## src/rtl/mux_arb_pkg.sv

```systemverilog
// rtl/mux_arb_pkg.sv - shared types and sizes for the 4:1 byte-mux arbiter
package mux_arb_pkg;

    localparam int N_REQ  = 4;
    localparam int SEL_W  = 2;
    localparam int CNT_W  = 16;
    localparam int BEAT_W = 4;

    typedef enum logic [0:0] {
        IDLE = 1'b0,
        BUSY = 1'b1
    } arb_state_e;

    function automatic logic [N_REQ-1:0] sel_onehot(input logic [SEL_W-1:0] idx);
        logic [N_REQ-1:0] oh;
        oh      = '0;
        oh[idx] = 1'b1;
        return oh;
    endfunction

endpackage

```

## src/rtl/mux_arb_rr_pick.sv

```systemverilog
// rtl/mux_arb_rr_pick.sv - combinational rotating-priority picker
// Searches last+1, last+2, ... last; the nearest requester after last wins.
module mux_arb_rr_pick
    import mux_arb_pkg::*;
(
    input  logic [N_REQ-1:0] req,
    input  logic [SEL_W-1:0] last,
    output logic             any,
    output logic [SEL_W-1:0] idx
);

    logic [SEL_W-1:0] cand;

    always_comb begin
        any  = |req;
        idx  = last;
        cand = '0;
        // Walk from farthest to nearest so the nearest match overwrites.
        for (int off = N_REQ; off >= 1; off--) begin
            cand = last + SEL_W'(off);
            if (req[cand]) begin
                idx = cand;
            end
        end
    end

endmodule

```

## src/rtl/mux_arbiter.sv

```systemverilog
// rtl/mux_arbiter.sv - round-robin arbiter/sequencer for the shared 4:1 byte mux
// Optional grant statistics are enabled with MUX_ARB_STATS_EN.
module mux_arbiter
    import mux_arb_pkg::*;
#(
    parameter int DATA_W    = 8,
    parameter int MAX_BURST = 4
) (
    input  logic                    clk,
    input  logic                    rst,
    input  logic [N_REQ-1:0]        req_valid,
    input  logic [N_REQ*DATA_W-1:0] req_data,
    output logic [N_REQ-1:0]        req_ready,
    output logic                    out_valid,
    output logic [DATA_W-1:0]       out_data,
    input  logic                    out_ready,
    output logic [SEL_W-1:0]        sel,
    output logic [N_REQ-1:0]        gnt
`ifdef MUX_ARB_STATS_EN
    ,
    output logic [N_REQ*CNT_W-1:0]  grant_cnt
`endif
);

    arb_state_e        state_q, state_d;
    logic [SEL_W-1:0]  sel_q, sel_d;
    logic [SEL_W-1:0]  last_q, last_d;
    logic [N_REQ-1:0]  gnt_q, gnt_d;
    logic [BEAT_W-1:0] beat_cnt_q, beat_cnt_d;
    logic              out_valid_q, out_valid_d;
    logic [DATA_W-1:0] out_data_q, out_data_d;

    logic              pick_any;
    logic [SEL_W-1:0]  pick_idx;
    logic              sel_valid;
    logic [DATA_W-1:0] sel_data;
    logic              stage_free;
    logic              beat;
    logic              burst_done;

    mux_arb_rr_pick u_pick (
        .req  (req_valid),
        .last (last_q),
        .any  (pick_any),
        .idx  (pick_idx)
    );

    assign sel_valid  = req_valid[sel_q];
    assign sel_data   = req_data[sel_q*DATA_W +: DATA_W];
    assign stage_free = !out_valid_q || out_ready;
    assign beat       = (state_q == BUSY) && sel_valid && stage_free;
    assign burst_done = (beat_cnt_q + 1'b1) == BEAT_W'(MAX_BURST);

    always_comb begin
        req_ready = '0;
        if (state_q == BUSY) begin
            req_ready[sel_q] = stage_free;
        end
    end

    always_comb begin
        state_d    = state_q;
        sel_d      = sel_q;
        last_d     = last_q;
        gnt_d      = gnt_q;
        beat_cnt_d = beat_cnt_q;
        case (state_q)
            IDLE: begin
                if (pick_any) begin
                    state_d    = BUSY;
                    sel_d      = pick_idx;
                    gnt_d      = sel_onehot(pick_idx);
                    beat_cnt_d = '0;
                end
            end
            BUSY: begin
                if (beat) begin
                    beat_cnt_d = beat_cnt_q + 1'b1;
                end
                // A stalled requester keeps its grant; only a full burst or a dropped valid releases.
                if ((beat && burst_done) || !sel_valid) begin
                    state_d = IDLE;
                    gnt_d   = '0;
                    last_d  = sel_q;
                end
            end
            default: begin
                state_d = IDLE;
            end
        endcase
    end

    always_comb begin
        out_valid_d = out_valid_q;
        out_data_d  = out_data_q;
        if (beat) begin
            out_valid_d = 1'b1;
            out_data_d  = sel_data;
        end else if (out_ready) begin
            out_valid_d = 1'b0;
        end
    end

    always_ff @(posedge clk) begin
        if (rst) begin
            state_q     <= IDLE;
            sel_q       <= '0;
            last_q      <= SEL_W'(N_REQ - 1);
            gnt_q       <= '0;
            beat_cnt_q  <= '0;
            out_valid_q <= 1'b0;
            out_data_q  <= '0;
        end else begin
            state_q     <= state_d;
            sel_q       <= sel_d;
            last_q      <= last_d;
            gnt_q       <= gnt_d;
            beat_cnt_q  <= beat_cnt_d;
            out_valid_q <= out_valid_d;
            out_data_q  <= out_data_d;
        end
    end

`ifdef MUX_ARB_STATS_EN
    logic [N_REQ*CNT_W-1:0] grant_cnt_q, grant_cnt_d;

    always_comb begin
        grant_cnt_d = grant_cnt_q;
        if (state_q == IDLE && pick_any) begin
            for (int i = 0; i < N_REQ; i++) begin
                if (pick_idx == SEL_W'(i) &&
                    grant_cnt_q[i*CNT_W +: CNT_W] != {CNT_W{1'b1}}) begin
                    grant_cnt_d[i*CNT_W +: CNT_W] = grant_cnt_q[i*CNT_W +: CNT_W] + 1'b1;
                end
            end
        end
    end

    always_ff @(posedge clk) begin
        if (rst) begin
            grant_cnt_q <= '0;
        end else begin
            grant_cnt_q <= grant_cnt_d;
        end
    end

    assign grant_cnt = grant_cnt_q;
`endif

    assign out_valid = out_valid_q;
    assign out_data  = out_data_q;
    assign sel       = sel_q;
    assign gnt       = gnt_q;

endmodule

```

## config.mk

```make
export PLATFORM = sky130hd
export DESIGN_NAME = mux_arbiter
export DESIGN_NICKNAME = d
export VERILOG_FILES = /design/src/rtl/mux_arb_pkg.sv /design/src/rtl/mux_arb_rr_pick.sv /design/src/rtl/mux_arbiter.sv
export SDC_FILE = /design/constraint.sdc
export NUM_CORES = 1
export LEC_CHECK = 0
export BUFFER_PORTS_ARGS = -buffer_cell sky130_fd_sc_hd__buf_4
export CAP_MARGIN = 20
export CORE_MARGIN = 3
export CORE_UTILIZATION = 49
export CTS_CLUSTER_SIZE = 28
export DETAILED_ROUTE_END_ITERATION = 8
export PLACE_DENSITY = 0.84
export SYNTH_ARGS = -nofsm -noshare
export SYNTH_HDL_FRONTEND = slang
export SYNTH_SLANG_ARGS = --single-unit
```

## constraint.sdc

```tcl
create_clock -name clk -period 4.4 [get_ports clk]
set_input_delay 0.44 -clock clk [delete_from_list [all_inputs] [get_ports clk]]
set_output_delay 0.44 -clock clk [all_outputs]
set_load 0.1 [all_outputs]
```

==> results of run 1 <==
flip-flops by register name, indices dropped and copies added, names as in the netlist:
register,flops
sel,2
last_q,2
beat_cnt_q,4
state_q,1
gnt,4
out_valid,1
out_data,8
cells in the mapped netlist, drive strengths merged (2+ instances only):
| library cell | number |
|---|---|
| nand2 | 23 |
| dfxtp | 22 |
| a21oi | 12 |
| nand3 | 12 |
| nor2 | 12 |
| mux4 | 9 |
| clkbuf | 7 |
| a31oi | 4 |
| buf | 3 |
| mux2i | 3 |
| nand2b | 3 |
| nand3b | 3 |
| nor3 | 3 |
| a211oi | 2 |
| inv | 2 |
| nand4 | 2 |
| o22ai | 2 |
| o32ai | 2 |
| or2 | 2 |
| or3 | 2 |
cells by family (layout without fill, tap and decap cells):
logic type                 Yosys count  after routing  synth area share [%]
AOI/OAI and AO/OA                   26             26                  13.6
adders and majority gates            1              1                  1.03
buffers and inverters               12             63                  4.23
DFF                                 22             22                  36.3
muxes                               12             12                  19.8
and+or+nand+nor                     64             64                  25.0
cell type report:
class	count	area [sq um]	area share (%)
inverter	2	7.51	0.450
sequential	22	440	26.4
timing repair buffer	57	428	25.7
multi-input combinational	103	721	43.2
clock buffer	4	36.3	2.18
tap	28	35.0	2.10
how the worst max path moves through the flow:
stage               slack, ns  depth (start not counted)                 from                    endpoint
floorplan                0.39                          3  sel[1]$_SDFFE_PP0P_                req_ready[2]
global placement         2.41                          4  sel[0]$_SDFFE_PP0P_  beat_cnt_q[3]$_SDFFE_PP0P_
detailed placement       2.30                          4  sel[0]$_SDFFE_PP0P_  beat_cnt_q[3]$_SDFFE_PP0P_
CTS                      2.17                          3  sel[0]$_SDFFE_PP0P_                req_ready[3]
global route             2.06                          3  sel[0]$_SDFFE_PP0P_                req_ready[3]
finish                   2.20                          3  sel[0]$_SDFFE_PP0P_                req_ready[3]
layout by cell type, fill, tap and decap left out, types with 2 or more instances in the layout:
cell,count
a21oi_1,12
a31oi_1,4
dfxtp_1,22
nand2b_1,3
or2_2,2
mux4_2,7
a211oi_1,2
nand3_1,11
clkbuf_4,3
mux4_1,2
or3_1,2
inv_1,2
nand3b_1,3
o32ai_1,2
nand4_1,2
buf_4,57
nor2_1,12
nand2_1,23
o22ai_1,2
mux2i_1,3
nor3_1,3
power breakdown:
part           internal [mW]  switching (mW)
clock                 0.0505          0.0622
sequential             0.216          0.0239
combinational         0.0826           0.164
total                  0.349           0.250
worst max-delay path, stage by stage, from the launching register on:
cell and delay, ns:
dfxtp_1 0.79, nand3_1 0.20, nor2_1 0.15, buf_4 0.31
per-stage QoR:
stage	area (sq um)	utilization, %	setup slack [ns]
after global routing	1670	73.3	2.06
after floorplan	1210	-	0.394
after global placement	1630	71.7	2.41
after detailed placement	1630	71.7	2.30
after CTS	1670	73.3	2.17
final	1670	73.3	2.20
per-layer routing:
metal	track usage, %	up-vias	routed length [microns]
li1	-	602	-
met3	4.18	4	156
met5	0	-	0
met1	22.0	579	1210
met2	40.0	39	1730
met4	10.1	0	47
==> results.py, run 1 <==
metrics = {
    "finish": {
        "syn_to_final_growth_pct": 37.6,
        "final_cell_count_no_fill": 216,
        "antenna_cells": 0,
        "drive_above_1_share_pct": 38.3,
        "fillers": 162,
        "nNetsFinal": 229,
    },
    "clocking": {
        "clock_latency_ns": 0.30,
        "postCtsHoldBufs": 0,
        "cts_buffer_depth": 2,
        "root_buffer": "clkbuf_4",
        "htreeDepth": 1,
        "clk_pin_slew_ns": 0.13,
        "cts-resized-gates": 0,
        "postCtsSetupRepairBufs": 0,
        "cts_buffers": 3,
        "clock_sinks": 22,
        "tritoncts": "done",
    },
    "global_route": {
        "grt_pass1_wl_microns": 5330,
        "grt_pass1_vias": 1271,
        "grt_usage_pct": 21.2,
        "antenna_found_initial": 0,
        "grt_max_degree": 24,
        "grt-ovfl-total": 0,
    },
    "die": {
        "start_util_pct": 53.3,
        "core_area_sq_um": 2280,
        "die_w_microns": 55.7,
        "ioPinCount": 58,
        "chipHeight_microns": 55.7,
        "num_rows": 17,
        "die_area_sq_um": 3110,
    },
    "drt": {
        "vias": 1224,
        "drc_errors": 0,
        "post_drt_wl_per_cell_microns": 14.5,
        "wl_microns": 3140,
        "first_pass_iters": 4,
        "ant_nets": 0,
        "detail_route.vias_per_cell": 5.67,
        "drt_iter0_drc": 34,
    },
    "synthesis": {
        "synth_cell_type_count": 30,
        "synth_edf_count": 0,
        "synth_top_area_share_pct": 36.3,
        "syn_nets": 177,
        "synthesis.area_sq_um": 1210,
        "synthTopCellsByArea": "dfxtp_1 36%, mux4_2 13%, nand2_1 7.1%",
        "synth.avg_cell_area_sq_um": 8.85,
        "ys_ff_latch": 22,
        "yosys_most_used_dff": "dfxtp_1",
        "yosys.area.top_type": "dfxtp_1",
        "async_reset_ff_share_pct": 0,
        "yosysSeqAreaShare_pct": 36.3,
        "syn-instance-count": 137,
        "yosysWarnings": 0,
    },
    "timing": {
        "setup_viol": 0,
        "finClkSkew_ns": 0.00554,
        "finalCritPeriodShare_pct": 50.0,
        "maxSlewHeadroom_pct": 53.5,
        "finalMaxSlewViolations": 0,
        "timing.hold.ws_ns": 0.461,
        "rsz0062_at_grt": "false",
        "hold_viol": 0,
        "tns_ns": 0,
        "fmax_mhz": 455,
        "worstMarginPinSlew_ns": 0.697,
        "post-route-min-period_ns": 2.20,
    },
    "status": {
        "status": "finished, final reports clean",
    },
    "power": {
        "p_leak_nw": 0.703,
        "ir_drop_mv": 0.246,
        "power_mw": 0.598,
        "p_per_area_nw_per_um2": 359,
    },
    "critical_path": {
        "r2r_start": "sel[0]$_SDFFE_PP0P_",
        "rr_worst_depth": 4,
        "cp-end-kind": "primary output",
        "rrSetupSlack_ns": 2.24,
        "worstPathMaxFanout": 15,
        "critPathKind": "flip-flop to primary output",
        "crit_required_ns": 3.96,
        "crit_arrival_ns": 1.76,
        "r2r_end": "beat_cnt_q[3]$_SDFFE_PP0P_",
        "critical_path.startpoint_type": "flip-flop",
    },
    "placement": {
        "place_inst": 212,
        "gp_congestion": 0.730,
        "io_buffers": 57,
        "dpl.hpwl_microns": 2410,
    },
    "min_path": {
        "holdPathStages": 2,
        "min_to": "out_valid$_SDFFE_PP0P_",
        "hp-start": "rst",
        "hp-class": "primary input to flip-flop",
    },
    "run": {
        "maxCapViolCount": 0,
    },
}
Power figures use the tool's default switching activity.
==> run 2, diff against run 1 <==
--- a/config.mk
+++ b/config.mk
@@ -8,10 +8,10 @@
 export BUFFER_PORTS_ARGS = -buffer_cell sky130_fd_sc_hd__buf_4
 export CAP_MARGIN = 20
 export CORE_MARGIN = 3
-export CORE_UTILIZATION = 49
+export CORE_UTILIZATION = 41
 export CTS_CLUSTER_SIZE = 28
 export DETAILED_ROUTE_END_ITERATION = 8
-export PLACE_DENSITY = 0.84
+export PLACE_DENSITY = 0.75
 export SYNTH_ARGS = -nofsm -noshare
 export SYNTH_HDL_FRONTEND = slang
 export SYNTH_SLANG_ARGS = --single-unit
==> constraint.sdc (replaced) <==
create_clock -name clk -period 2 [get_ports clk]
set_input_delay 0.2 -clock clk [delete_from_list [all_inputs] [get_ports clk]]
set_output_delay 0.2 -clock clk [all_outputs]
set_load 0.1 [all_outputs]
==> run 2 against run 1 <==
Effect of this change: count of clock-buffer cells in the layout stayed put; sequential share of layout area decreased by 0.37 points; via count rose by 1.1%; critical endpoint is now beat_cnt_q[3]$_SDFFE_PP0P_; worst hold slack worse by 0.25 ns; critical path depth rose by 1; clock skew down 0.0035 ns; flip-flop and latch count unchanged; clock power up 120%.
==> results.py, run 2 (same netlist as run 1, synthesis figures left out) <==
metrics = {
    "status": {
        "status": "finished, final reports clean",
    },
    "critical_path": {
        "path_buf_inv": 0,
        "critical_path.startpoint_type": "flip-flop",
        "slowest_delay_ns": 0.53,
        "cpLargestDelayFamily": "simple AND/OR/NAND/NOR gates",
        "worstPathCellList": "mux4_2 -> nand3_2 -> or3_1 -> a31oi_1",
        "cp-end-kind": "flip-flop",
        "crit_arrival_ns": 2.00,
        "worstPathMaxFanout": 15,
        "critPathKind": "flip-flop to flip-flop",
        "rrSetupSlack_ns": 0.25,
        "crit_path_top_delay_cell": "dfxtp_4",
        "crit_required_ns": 2.25,
    },
    "global_route": {
        "antenna_found_initial": 0,
        "grt-ovfl-total": 0,
        "grt_pass1_wl_microns": 4890,
        "grt_max_degree": 24,
        "grt_usage_pct": 17.6,
        "grt_pass1_vias": 1141,
    },
    "timing": {
        "fmax_mhz": 571,
        "finClkSkew_ns": 0.00201,
        "hold_viol": 0,
        "finalCritPeriodShare_pct": 87.6,
        "maxSlewHeadroom_pct": 66.9,
        "setup_viol": 0,
        "timing.hold.ws_ns": 0.210,
        "worstMarginPinSlew_ns": 0.493,
        "post-route-min-period_ns": 1.75,
        "tns_ns": 0,
        "rsz0062_at_grt": "false",
        "finalMaxSlewViolations": 0,
    },
    "clocking": {
        "cts_buffer_depth": 2,
        "postCtsSetupRepairBufs": 0,
        "cts-resized-gates": 0,
        "root_buffer": "clkbuf_4",
        "htreeDepth": 1,
        "postCtsHoldBufs": 0,
        "cts_buffers": 3,
        "clock_sinks": 22,
        "clk_pin_slew_ns": 0.13,
        "tritoncts": "done",
        "clock_latency_ns": 0.32,
    },
    "drt": {
        "drc_errors": 0,
        "first_pass_iters": 4,
        "drt_iter0_drc": 44,
        "post_drt_wl_per_cell_microns": 14.0,
        "wl_microns": 3090,
        "ant_nets": 0,
        "detail_route.vias_per_cell": 5.62,
        "vias": 1237,
    },
    "finish": {
        "syn_to_final_growth_pct": 42.3,
        "drive_above_1_share_pct": 42.3,
        "final_cell_mix": "58 x buf_4, 23 x nand2_1, 19 x dfxtp_1",
        "largest_reg_flops": 8,
        "final_common_cell": "buf_4",
        "antenna_cells": 0,
        "nNetsFinal": 230,
    },
    "power": {
        "p_per_area_nw_per_um2": 776,
        "ir_drop_mv": 0.550,
        "p_leak_nw": 0.713,
    },
    "die": {
        "core_area_sq_um": 2780,
        "chipHeight_microns": 60.4,
        "ioPinCount": 58,
        "die_w_microns": 60.4,
        "num_rows": 19,
        "die_area_sq_um": 3650,
        "start_util_pct": 43.6,
    },
    "placement": {
        "gp_congestion": 0.717,
        "io_buffers": 57,
        "dpl.hpwl_microns": 2400,
    },
    "run": {
        "maxCapViolCount": 0,
    },
    "min_path": {
        "hp-class": "primary input to flip-flop",
    },
}
run 2: power by group:
part,internal [mW],total (mW),leakage (nW),switching [mW]
registers,0.476,0.521,0.181,0.0447
clock network,0.111,0.254,0.0210,0.143
logic,0.188,0.563,0.511,0.375
run 2: layout make-up:
class / count / area, sq um
tap: 31 / 38.8
fill: 239 / 1060
sequential: 22 / 449
inverter: 2 / 7.51
multi-input combinational: 103 / 758
clock buffer: 4 / 36.3
timing repair buffer: 58 / 435
run 2: final timing paths:
kind,startpoint,endpoint,cells after the start
worst min register to register,out_data[0]$_SDFFE_PP0P_,out_data[0]$_SDFFE_PP0P_,2
worst max register to register,sel[0]$_SDFFE_PP0P_,beat_cnt_q[3]$_SDFFE_PP0P_,4
worst max-delay path,sel[0]$_SDFFE_PP0P_,beat_cnt_q[3]$_SDFFE_PP0P_,4
worst min-delay path,rst,out_valid$_SDFFE_PP0P_,2
run 2: metal layers:
layer | wire (microns) | global-route usage, % | part of all wire, %
met2 | 1700 | 31.8 | 55
met1 | 1260 | 21.5 | 41
met3 | 86 | 1.49 | 2.8
met4 | 44 | 6.96 | 1.4
met5 | 0 | 0 | 0
run 2: worst register-to-register path: cells and delay by family (launching register included):
family | cells | cell delay (ns)
and+or+nand+nor | 2 | 0.71
AOI/OAI and AO/OA | 1 | 0.15
muxes | 1 | 0.31
DFF | 1 | 0.53
run 2: per-stage QoR:
step / power (mW) / cell area [sq um] / setup slack, ns / cells / util [%]
floorplan: 0.958 / 1260 / 0.0372 / 137 / -
global placement: 1.09 / 1690 / 0.351 / 216 / 60.7
detailed placement: 1.10 / 1690 / 0.254 / 216 / 60.7
CTS: 1.35 / 1730 / 0.230 / 220 / 62.0
global route: 1.41 / 1730 / 0.128 / 220 / 62.0
finish: 1.34 / 1730 / 0.248 / 220 / 62.0
